<file path="config.mk">
export PLATFORM = sky130hd
export DESIGN_NAME = eth_st_timing_adapter_fifo
export DESIGN_NICKNAME = d
export VERILOG_FILES = /design/src/rtl/eth_ta_pkg.sv /design/src/rtl/eth_ta_fifo_mem.sv /design/src/rtl/eth_st_timing_adapter_fifo.sv
export SDC_FILE = /design/constraint.sdc
export NUM_CORES = 1
export LEC_CHECK = 0
export ABC_AREA = 1
export ABC_CLOCK_PERIOD_IN_PS = 11350
export BUFFER_PORTS_ARGS = -buffer_cell sky130_fd_sc_hd__buf_4
export CAP_MARGIN = 20
export CORE_UTILIZATION = 40
export CTS_CLUSTER_SIZE = 10
export DETAILED_ROUTE_END_ITERATION = 8
export MAX_ROUTING_LAYER = met4
export PLACE_DENSITY = 0.6
export SLEW_MARGIN = 10
export SYNTH_ARGS = -nofsm -noshare
export SYNTH_HDL_FRONTEND = slang
export SYNTH_SLANG_ARGS = --single-unit
export TNS_END_PERCENT = 30
</file>
<file path="constraint.sdc">
create_clock -name clk -period 11.35 [get_ports clk]
set_input_delay 0.5675 -clock clk [delete_from_list [all_inputs] [get_ports clk]]
set_output_delay 0.5675 -clock clk [all_outputs]
set_load 0.03 [all_outputs]
</file>
<file path="src/rtl/eth_ta_pkg.sv">
// Shared constants and elaboration helpers for the Ethernet Avalon-ST timing adapter.
package eth_ta_pkg;

    localparam int unsigned MAX_READY_LATENCY = 4;
    localparam int unsigned OVF_CNT_W         = 16;

    function automatic int unsigned ptr_width(input int unsigned depth);
        return (depth > 1) ? $clog2(depth) : 1;
    endfunction

    // Power-of-2 depth with room for every in-flight beat plus one spare entry.
    function automatic bit params_legal(input int unsigned depth,
                                        input int unsigned latency,
                                        input int unsigned use_in_ready);
        bit pow2;
        pow2 = (depth != 0) && ((depth & (depth - 1)) == 0);
        return pow2 && (latency <= MAX_READY_LATENCY) && (depth >= latency + 2)
               && (use_in_ready <= 1);
    endfunction

endpackage

</file>
<file path="src/rtl/eth_ta_fifo_mem.sv">
// Show-ahead FIFO storage: data array, read/write pointers and occupancy count.
module eth_ta_fifo_mem
    import eth_ta_pkg::*;
#(
    parameter int unsigned DATA_W = 72,
    parameter int unsigned DEPTH  = 8
) (
    input  logic                        clk,
    input  logic                        reset,
    input  logic                        i_push,
    input  logic                        i_pop,
    input  logic [DATA_W-1:0]           i_wdata,
    output logic [DATA_W-1:0]           o_rdata,
    output logic [ptr_width(DEPTH):0]   o_count
);

    localparam int unsigned AW = ptr_width(DEPTH);
    localparam int unsigned CW = AW + 1;

    logic [DATA_W-1:0] r_mem [DEPTH];
    logic [AW-1:0]     r_wr_ptr;
    logic [AW-1:0]     r_rd_ptr;
    logic [CW-1:0]     r_count;

    // Pointers wrap by natural binary rollover since DEPTH is a power of 2.
    always_ff @(posedge clk or posedge reset) begin
        if (reset) begin
            r_wr_ptr <= '0;
            r_rd_ptr <= '0;
            r_count  <= '0;
        end else begin
            if (i_push) begin
                r_wr_ptr <= r_wr_ptr + 1'b1;
            end
            if (i_pop) begin
                r_rd_ptr <= r_rd_ptr + 1'b1;
            end
            r_count <= r_count + CW'(i_push) - CW'(i_pop);
        end
    end

    always_ff @(posedge clk) begin
        if (i_push) begin
            r_mem[r_wr_ptr] <= i_wdata;
        end
    end

    assign o_rdata = r_mem[r_rd_ptr];
    assign o_count = r_count;

endmodule

</file>
<file path="src/rtl/eth_st_timing_adapter_fifo.sv">
// Avalon-ST timing adapter: ready-latency-N (or unbackpressurable) source to ready-latency-0 sink.
// Define ETH_TA_OVF_CNT_EN to build the 16-bit saturating dropped-beat counter on ovf_count.
module eth_st_timing_adapter_fifo
    import eth_ta_pkg::*;
#(
    parameter int unsigned DATA_W           = 72,
    parameter int unsigned DEPTH            = 8,
    parameter int unsigned IN_READY_LATENCY = 0,
    parameter int unsigned USE_IN_READY     = 1
) (
    input  logic                        clk,
    input  logic                        reset,
    input  logic [DATA_W-1:0]           in_data,
    input  logic                        in_valid,
    output logic                        in_ready,
    output logic [DATA_W-1:0]           out_data,
    output logic                        out_valid,
    input  logic                        out_ready,
    output logic [ptr_width(DEPTH):0]   fill_level,
    output logic                        overflow,
    input  logic                        ovf_clear,
    output logic [OVF_CNT_W-1:0]        ovf_count
);

    localparam int unsigned CW = ptr_width(DEPTH) + 1;

    generate
        if (!params_legal(DEPTH, IN_READY_LATENCY, USE_IN_READY)) begin : g_bad_params
            $error("eth_st_timing_adapter_fifo: illegal DEPTH/IN_READY_LATENCY/USE_IN_READY");
        end
    endgenerate

    logic [CW-1:0]     w_count;
    logic [CW-1:0]     w_count_next;
    logic [DATA_W-1:0] w_rdata;
    logic              w_push;
    logic              w_pop;
    logic              w_drop;
    logic              w_out_valid;
    logic              r_in_ready;
    logic              r_overflow;

    // Writes ignore in_ready: the upstream latency contract is what guarantees headroom.
    always_comb begin
        w_out_valid  = (w_count != '0);
        w_pop        = w_out_valid && out_ready;
        w_push       = in_valid && ((w_count < CW'(DEPTH)) || w_pop);
        w_drop       = in_valid && !w_push;
        w_count_next = w_count + CW'(w_push) - CW'(w_pop);
    end

    eth_ta_fifo_mem #(
        .DATA_W (DATA_W),
        .DEPTH  (DEPTH)
    ) u_mem (
        .clk     (clk),
        .reset   (reset),
        .i_push  (w_push),
        .i_pop   (w_pop),
        .i_wdata (in_data),
        .o_rdata (w_rdata),
        .o_count (w_count)
    );

    generate
        if (USE_IN_READY != 0) begin : g_ready_bp
            logic [CW-1:0] w_room;
            assign w_room = CW'(DEPTH) - w_count_next;

            // Deassert while fewer free slots remain than beats that may still be in flight.
            always_ff @(posedge clk or posedge reset) begin
                if (reset) begin
                    r_in_ready <= 1'b0;
                end else begin
                    r_in_ready <= (w_room > CW'(IN_READY_LATENCY));
                end
            end
        end else begin : g_ready_const
            always_ff @(posedge clk or posedge reset) begin
                if (reset) begin
                    r_in_ready <= 1'b0;
                end else begin
                    r_in_ready <= 1'b1;
                end
            end
        end
    endgenerate

    // A drop wins over a coincident clear so no loss goes unreported.
    always_ff @(posedge clk or posedge reset) begin
        if (reset) begin
            r_overflow <= 1'b0;
        end else if (w_drop) begin
            r_overflow <= 1'b1;
        end else if (ovf_clear) begin
            r_overflow <= 1'b0;
        end
    end

`ifdef ETH_TA_OVF_CNT_EN
    logic [OVF_CNT_W-1:0] r_ovf_count;

    always_ff @(posedge clk or posedge reset) begin
        if (reset) begin
            r_ovf_count <= '0;
        end else if (ovf_clear) begin
            r_ovf_count <= OVF_CNT_W'(w_drop);
        end else if (w_drop && (r_ovf_count != '1)) begin
            r_ovf_count <= r_ovf_count + 1'b1;
        end
    end

    assign ovf_count = r_ovf_count;
`else
    assign ovf_count = '0;
`endif

`ifndef SYNTHESIS
    always_ff @(posedge clk) begin
        if (!reset && w_drop) begin
            $display("%m: input beat dropped, FIFO full at %0t", $time);
        end
    end
`endif

    assign in_ready   = r_in_ready;
    assign out_valid  = w_out_valid;
    assign out_data   = w_rdata;
    assign fill_level = w_count;
    assign overflow   = r_overflow;

endmodule

</file>
### Word-level counts from Yosys, hierarchy flattened

Memories as Yosys holds them, arrays and structs flattened.
Cells that the tools add are included.

| storage, ports and cells | value |
|---|---|
| bits in registers | 12 |
| memory bits (writable) | 576 |
| bits of input ports | 77 |
| output and inout port bits | 95 |
| memories kept | 1 |

| cells by class | value |
|---|---|
| $add $sub $neg | 5 |
| order comparisons | 2 |
| muxes and demuxes | 4 |
| reduce and logical (&&, ||, !) cells | 7 |

Memories:

| name | depth | bits a word | rd ports | clocked after memory_dff | wr ports | line | source |
|---|---|---|---|---|---|---|---|
| u_mem.r_mem | 8 | 72 | 1 | 0 | 1 | eth_ta_fifo_mem.sv:20 | `logic [DATA_W-1:0] r_mem [DEPTH];` |

Operators with widths:

| cell | count |
|---|---|
| adder 3 x 1 -> 3 bit, second input constant | 2 |
| adder 4 x 1 -> 4 bit | 1 |
| greater-than comparator 4 x 1 -> 1 bit, second input constant | 1 |
| < comparator 4 bit, second input constant | 1 |
| two-way mux 1 bit | 4 |
| nonzero test 4 bit | 1 |
| subtractor 4 x 1 -> 4 bit | 1 |
| subtractor 4 bit, first input constant | 1 |
| logical AND 1 bit | 3 |
| nonzero test 2 bit | 1 |
| logical NOT 1 bit | 1 |
| logical OR 1 bit | 1 |

### Logic depth before layout (Yosys ltp)

| logic depth | value |
|---|---|
| depth in word-level cells | 8 |
| depth in mapped cells | 13 |
| depth with buffers taken out | 13 |

### Cells and area by module

Synthesis repeated with hierarchy kept, for this count alone.

| unflattened totals | value |
|---|---|
| cells, all modules | 2589 |
| area, all modules | 26009.9 sq um |

By module, submodules not included:

| module | instances | cells an instance | area an instance (sq um) | seq. area each (sq um) |
|---|---|---|---|---|
| eth_ta_fifo_mem | 1 | 2548 | 25680.9 | 17546.8 |
| eth_st_timing_adapter_fifo | 1 | 41 | 329.1 | 50.0 |

### Worst setup path before layout

OpenSTA, ideal clock, no wires.

| timing | value |
|---|---|
| kind | flip-flop to flip-flop |
| from | register u_mem.r_count[2] (netlist: u_mem.o_count[2]) |
| to | memory u_mem.r_mem[2][0], enable pin |
| arrival time | 4.500 ns |
| required time | 10.847 ns |
| setup slack | 6.347 ns |
| cell stages (with the launch flop) | 8 |
| buffers on the path | 0 |
| cells stage by stage | dfrtp_1 > inv_1 > ha_1 > nand2_1 > nand2_1 > nand2_1 > nand3_1 > nor2_1 |

| on the way | value |
|---|---|
| longest elaborated chain between the ends | 6 |
| elaborated cells on any way between the ends | 7 |

RTL lines:

| item | line | source |
|---|---|---|
| from (decl) | eth_ta_fifo_mem.sv:23 | `logic [CW-1:0] r_count;` |
| from (signal assigned) | eth_ta_fifo_mem.sv:38 | `r_count <= r_count + CW'(i_push) - CW'(i_pop);` |
| nonzero test 4 bit | eth_st_timing_adapter_fifo.sv:45 | `w_out_valid = (w_count != '0);` |
| via out_valid | eth_st_timing_adapter_fifo.sv:17 | `output logic out_valid,` |
| logical AND 1 bit | eth_st_timing_adapter_fifo.sv:46 | `w_pop = w_out_valid && out_ready;` |
| logical OR 1 bit | eth_st_timing_adapter_fifo.sv:47 | `w_push = in_valid && ((w_count < CW'(DEPTH)) \|\| w_pop);` |
| logical AND 1 bit | eth_st_timing_adapter_fifo.sv:47 |  |
| two-way mux 1 bit | eth_ta_fifo_mem.sv:43 | `if (i_push) begin` |
| two-way mux 1 bit (implied by the code) | eth_ta_fifo_mem.sv:44 | `r_mem[r_wr_ptr] <= i_wdata;` |
| to (decl) | eth_ta_fifo_mem.sv:20 |  |

The timed path passes the listed nets, and every way through them passes these cells.

### Final worst setup path

| timing | value |
|---|---|
| from | register u_mem.r_rd_ptr[0] |
| to | output out_data[22] |

| on the way | value |
|---|---|
| longest elaborated chain between the ends | 1 |

RTL lines:

| item | line | source |
|---|---|---|
| from (decl) | eth_ta_fifo_mem.sv:22 | `logic [AW-1:0] r_rd_ptr;` |
| from (signal assigned) | eth_ta_fifo_mem.sv:36 | `r_rd_ptr <= r_rd_ptr + 1'b1;` |
| memory read (8 x 72 bit) | -- |  |
| to (decl) | eth_st_timing_adapter_fifo.sv:16 | `output logic [DATA_W-1:0] out_data,` |

Every way passes these cells.

==> results.txt <==
The flow ran to the end, and the final reports show no timing, DRC or antenna violations. Counting flops with an async set or reset pin after synthesis yields a share of 2.041%. The die outline height came out at 246.5 um.

The count of input and output buffers came out at 155. The core outline area is 59020 um2. The net count of the finished layout is 2238.

The final-layout setup total negative slack is 0 ps. Clock latency on the worst-skew pair, taken at its later pin, is 600 ps. The total CTS buffers came out at 70.

The detail-routed net length per standard cell came out at 18.51 um. The switching power is 2.945 mW. The max-slew violation count came out at 0.

The setup path with the least slack is of type reg2out. For this run, the top clock speed supported by timing is 0.2209 GHz. The number of warnings printed during yosys synthesis is 0.

The combined global-route utilization of all metal layers is 18.87%. The first detailed-routing pass took 5 iterations. The final count of hold timing violations came to 0.

Once the floorplan was initialized, standard cells occupied 40.50% of the core. The clock network burns 25.6% of the power. The total leakage power is 10.44 nW.

The routed via count divided by cell count came out at 4.952. In the synthesized netlist, the cells that appear most often are 666 x nand2_1, 576 x edfxtp_1, 227 x nor2_1, 119 x o21ai_1, 99 x o21ai_0. The proportion of total power due to net switching came out at 38.64%. The number of synthesized flops with an enable pin is 576. The flop and latch count out of synthesis came out at 588. OpenSTA, run right after detailed placement, puts the worst setup slack at 7384 ps.

The antenna violation net count after detailed routing is 0. The DRC violations left came out at 0. The placed instance area is 25590 um2.

The total clock sinks came out at 588. TritonCTS built the clock tree. The detailed-route wire length is 54.65 mm. Across the run, the number of max-cap violations was 0.

Setup repair after global routing left no endpoint under its margin. Data on the critical path arrives at its endpoint at 3960 ps. The launching element type of the critical path is a flop.

After clock tree synthesis, the clock-pin slew on the worst setup and hold paths is 50 ps. The number of ports placed on the die boundary came out at 172. Measured along the x axis, the die boundary spans 246.5 um. The buffer levels on the longest clock path came out at 3. STA classifies the critical path endpoint as an output pin. The worst supply voltage drop on vdd came out at 225.0 uV. The average size of a mapped cell is 11.89 um2.

For this run the aggregate overflow at the end of global routing stands at 0. The area fraction of the dominant cell type after synthesis came out at 72.36%. The CTS root buffer is clkbuf_16. The number of global-route vias before repair is 14500. The minimum clock period came out at 4527 ps. The slack of the critical path is 6823 ps. The largest total area in the synthesized netlist belongs to edfxtp_1. The H-tree level count is 3. Dividing total power by cell area gives a power density of 276.0 nW/um2. The relative area change from synthesis to final layout came out at 15.52%.

After synthesis the cells add up to 23900 um2. The data required time at the worst endpoint came out at 10780 ps. The final number of setup-violating endpoints came out at 0. Among all flip-flop cells after synthesis, the most frequent one is edfxtp_1. The HPWL reported at the end of detailed placement is 27.30 mm. At the end of the flow the core is filled with cells to 46.79%. The hold-fix buffer count after cts is 0.

Combinational logic is responsible for 38.0% of the overall power. Per report_power, the sequential group accounts for 36.4% of the total. The highest net fanout along the worst path came out at 83. The final cycle utilization of the critical path came out at 39.88%.

Among all cell types in the netlist, the one instantiated most often is nand2_1. In the final layout, the share of cells above drive strength 1 is 12.64%. The number of cells produced by synthesis came out at 2011. The global-route wire length before repair came out at 84.07 mm.

Post-CTS repair changed the size of 0 cells. For flop-to-flop paths, the worst setup slack is 7850 ps. The path class of the lowest-slack min-delay path is in2async. In this run the worst setup path begins at u_mem.r_rd_ptr[0]$_DFFE_PP0P_. The cell-internal power came out at 4.677 mW. The via count came out at 14620. Once layout is done, the placed cells without fillers occupy 27610 um2. The remaining max-slew budget at the tightest pin came out at 22.10%.

The area of the die is 60740 um2. Sorting the synthesized cells by area gives the leading types as edfxtp_1 72%, nand2_1 10%, nor2_1 3.6%. The slew at the pin with the worst max-slew slack is 1168 ps. The beginning of the worst register-to-register path is u_mem.o_count[3]$_DFF_PP0_. The final setup skew is 23.60 ps. The global placer's final weighted congestion is 0.7315. Of the synthesized area, sequential elements account for 73.61%. The largest net degree at the start of global routing came out at 249.

Buffers added to address setup during post-CTS repair amount to 0. After synthesis, the netlist uses 26 different library cells. The initial antenna violation count came out at 4. The first routing iteration left 1122 violations.

The row count came out at 89.
[cell families after synthesis]
kind of cell,after synthesis,synth area share [%]
flip-flops,588,73.61
buffers and inverters,212,4.601
AND/OR/NAND/NOR,907,14.33
other,1,0.01569
adder cells (fa/ha/maj),8,0.4501
XOR/XNOR,3,0.1099
AO/OA/AOI/OAI,292,6.878
[cell usage in the layout (no fill, tap or decap)]
| master | count |
|---|---|
| a21o_1 | 1 |
| ha_1 | 7 |
| dfrtp_1 | 9 |
| o21ai_0 | 99 |
| edfxtp_1 | 576 |
| conb_1 | 16 |
| nor2_1 | 219 |
| clkinv_2 | 2 |
| buf_16 | 2 |
| nor2_4 | 8 |
| clkinv_8 | 2 |
| inv_2 | 1 |
| and2_1 | 1 |
| nand2_2 | 1 |
| or2_2 | 1 |
| nand2_1 | 666 |
| fa_1 | 1 |
| o211ai_1 | 72 |
| inv_6 | 3 |
| clkbuf_16 | 73 |
| nand3_1 | 11 |
| buf_4 | 176 |
| clkinv_1 | 3 |
| clkbuf_1 | 13 |
| diode_2 | 4 |
| buf_12 | 3 |
| a21oi_1 | 1 |
| inv_1 | 83 |
| dfrtp_4 | 2 |
| dfrtp_2 | 1 |
| xor2_1 | 3 |
| o21ai_1 | 119 |
[per-layer routing]
layer  vias up  wire length, um  global-route usage, %
met5         -                0                      -
met4         0              939                  5.537
met3        64             2890                  3.388
met2       323            27470                  31.13
met1      7128            23350                  23.76
li1       7103                -                      -
[final timing paths]
| kind | depth (start not counted) | to |
|---|---|---|
| worst max-delay path | 10 | out_data[22] |
| worst min-delay path | 2 | u_mem.r_rd_ptr[1]$_DFFE_PP0P_ |
| worst max register to register | 8 | u_mem.r_mem[6][38]$_DFFE_PP_ |
| worst min register to register | 2 | overflow$_DFFE_PP0P_ |
| max in group asynchronous | 2 | u_mem.r_rd_ptr[0]$_DFFE_PP0P_ |
| min in group clk | 2 | overflow$_DFFE_PP0P_ |
[cell type report]
| cell class | count | area [um2] |
|---|---|---|
| Fill cell | 5270 | 31410 |
| Timing Repair Buffer | 181 | 1436 |
| Multi-Input combinational cell | 1226 | 5324 |
| Tap cell | 773 | 967.2 |
| Inverter | 86 | 329.1 |
| Sequential cell | 588 | 17610 |
| Clock inverter | 8 | 66.31 |
| Clock buffer | 86 | 1876 |
| Antenna cell | 4 | 10.01 |
[sequential cells by signal, indices dropped and copies added, names as in the netlist]
| name | cells |
|---|---|
| u_mem.r_rd_ptr | 3 |
| u_mem.r_wr_ptr | 3 |
| u_mem.o_count | 4 |
| u_mem.r_mem | 576 |
| in_ready | 1 |
| overflow | 1 |
[worst max-delay path: stages (launching register included)]
cell,delay (ps)
dfrtp_4,500
inv_6,390
buf_4,870
buf_4,790
nand2_1,110
nand2_1,100
nand2_1,50
o21ai_1,90
nand2_1,60
nand2_1,140
buf_4,170
[power groups by stage]
stage	Sequential (mW)	Combinational, mW	Clock (mW)
2_1_floorplan	2.78	2.04	0
5_1_grt	2.80	3.21	2.08
3_3_place_gp	2.81	2.87	0
3_5_place_dp	2.82	2.90	0
6_report	2.78	2.89	1.95
4_1_cts	2.78	2.91	2.00
[stage by stage]
step / total power, mW / hold slack [ps] / cells
finish: 7.622 / 20.14 / 2952
floorplan: 4.817 / 432.2 / 2026
detailed placement: 5.719 / 514.6 / 2851
global placement: 5.686 / 511.8 / 2850
global route: 8.094 / 65.09 / 2952
CTS: 7.690 / 23.42 / 2945
No activity file was read; power rests on OpenSTA's default activity.
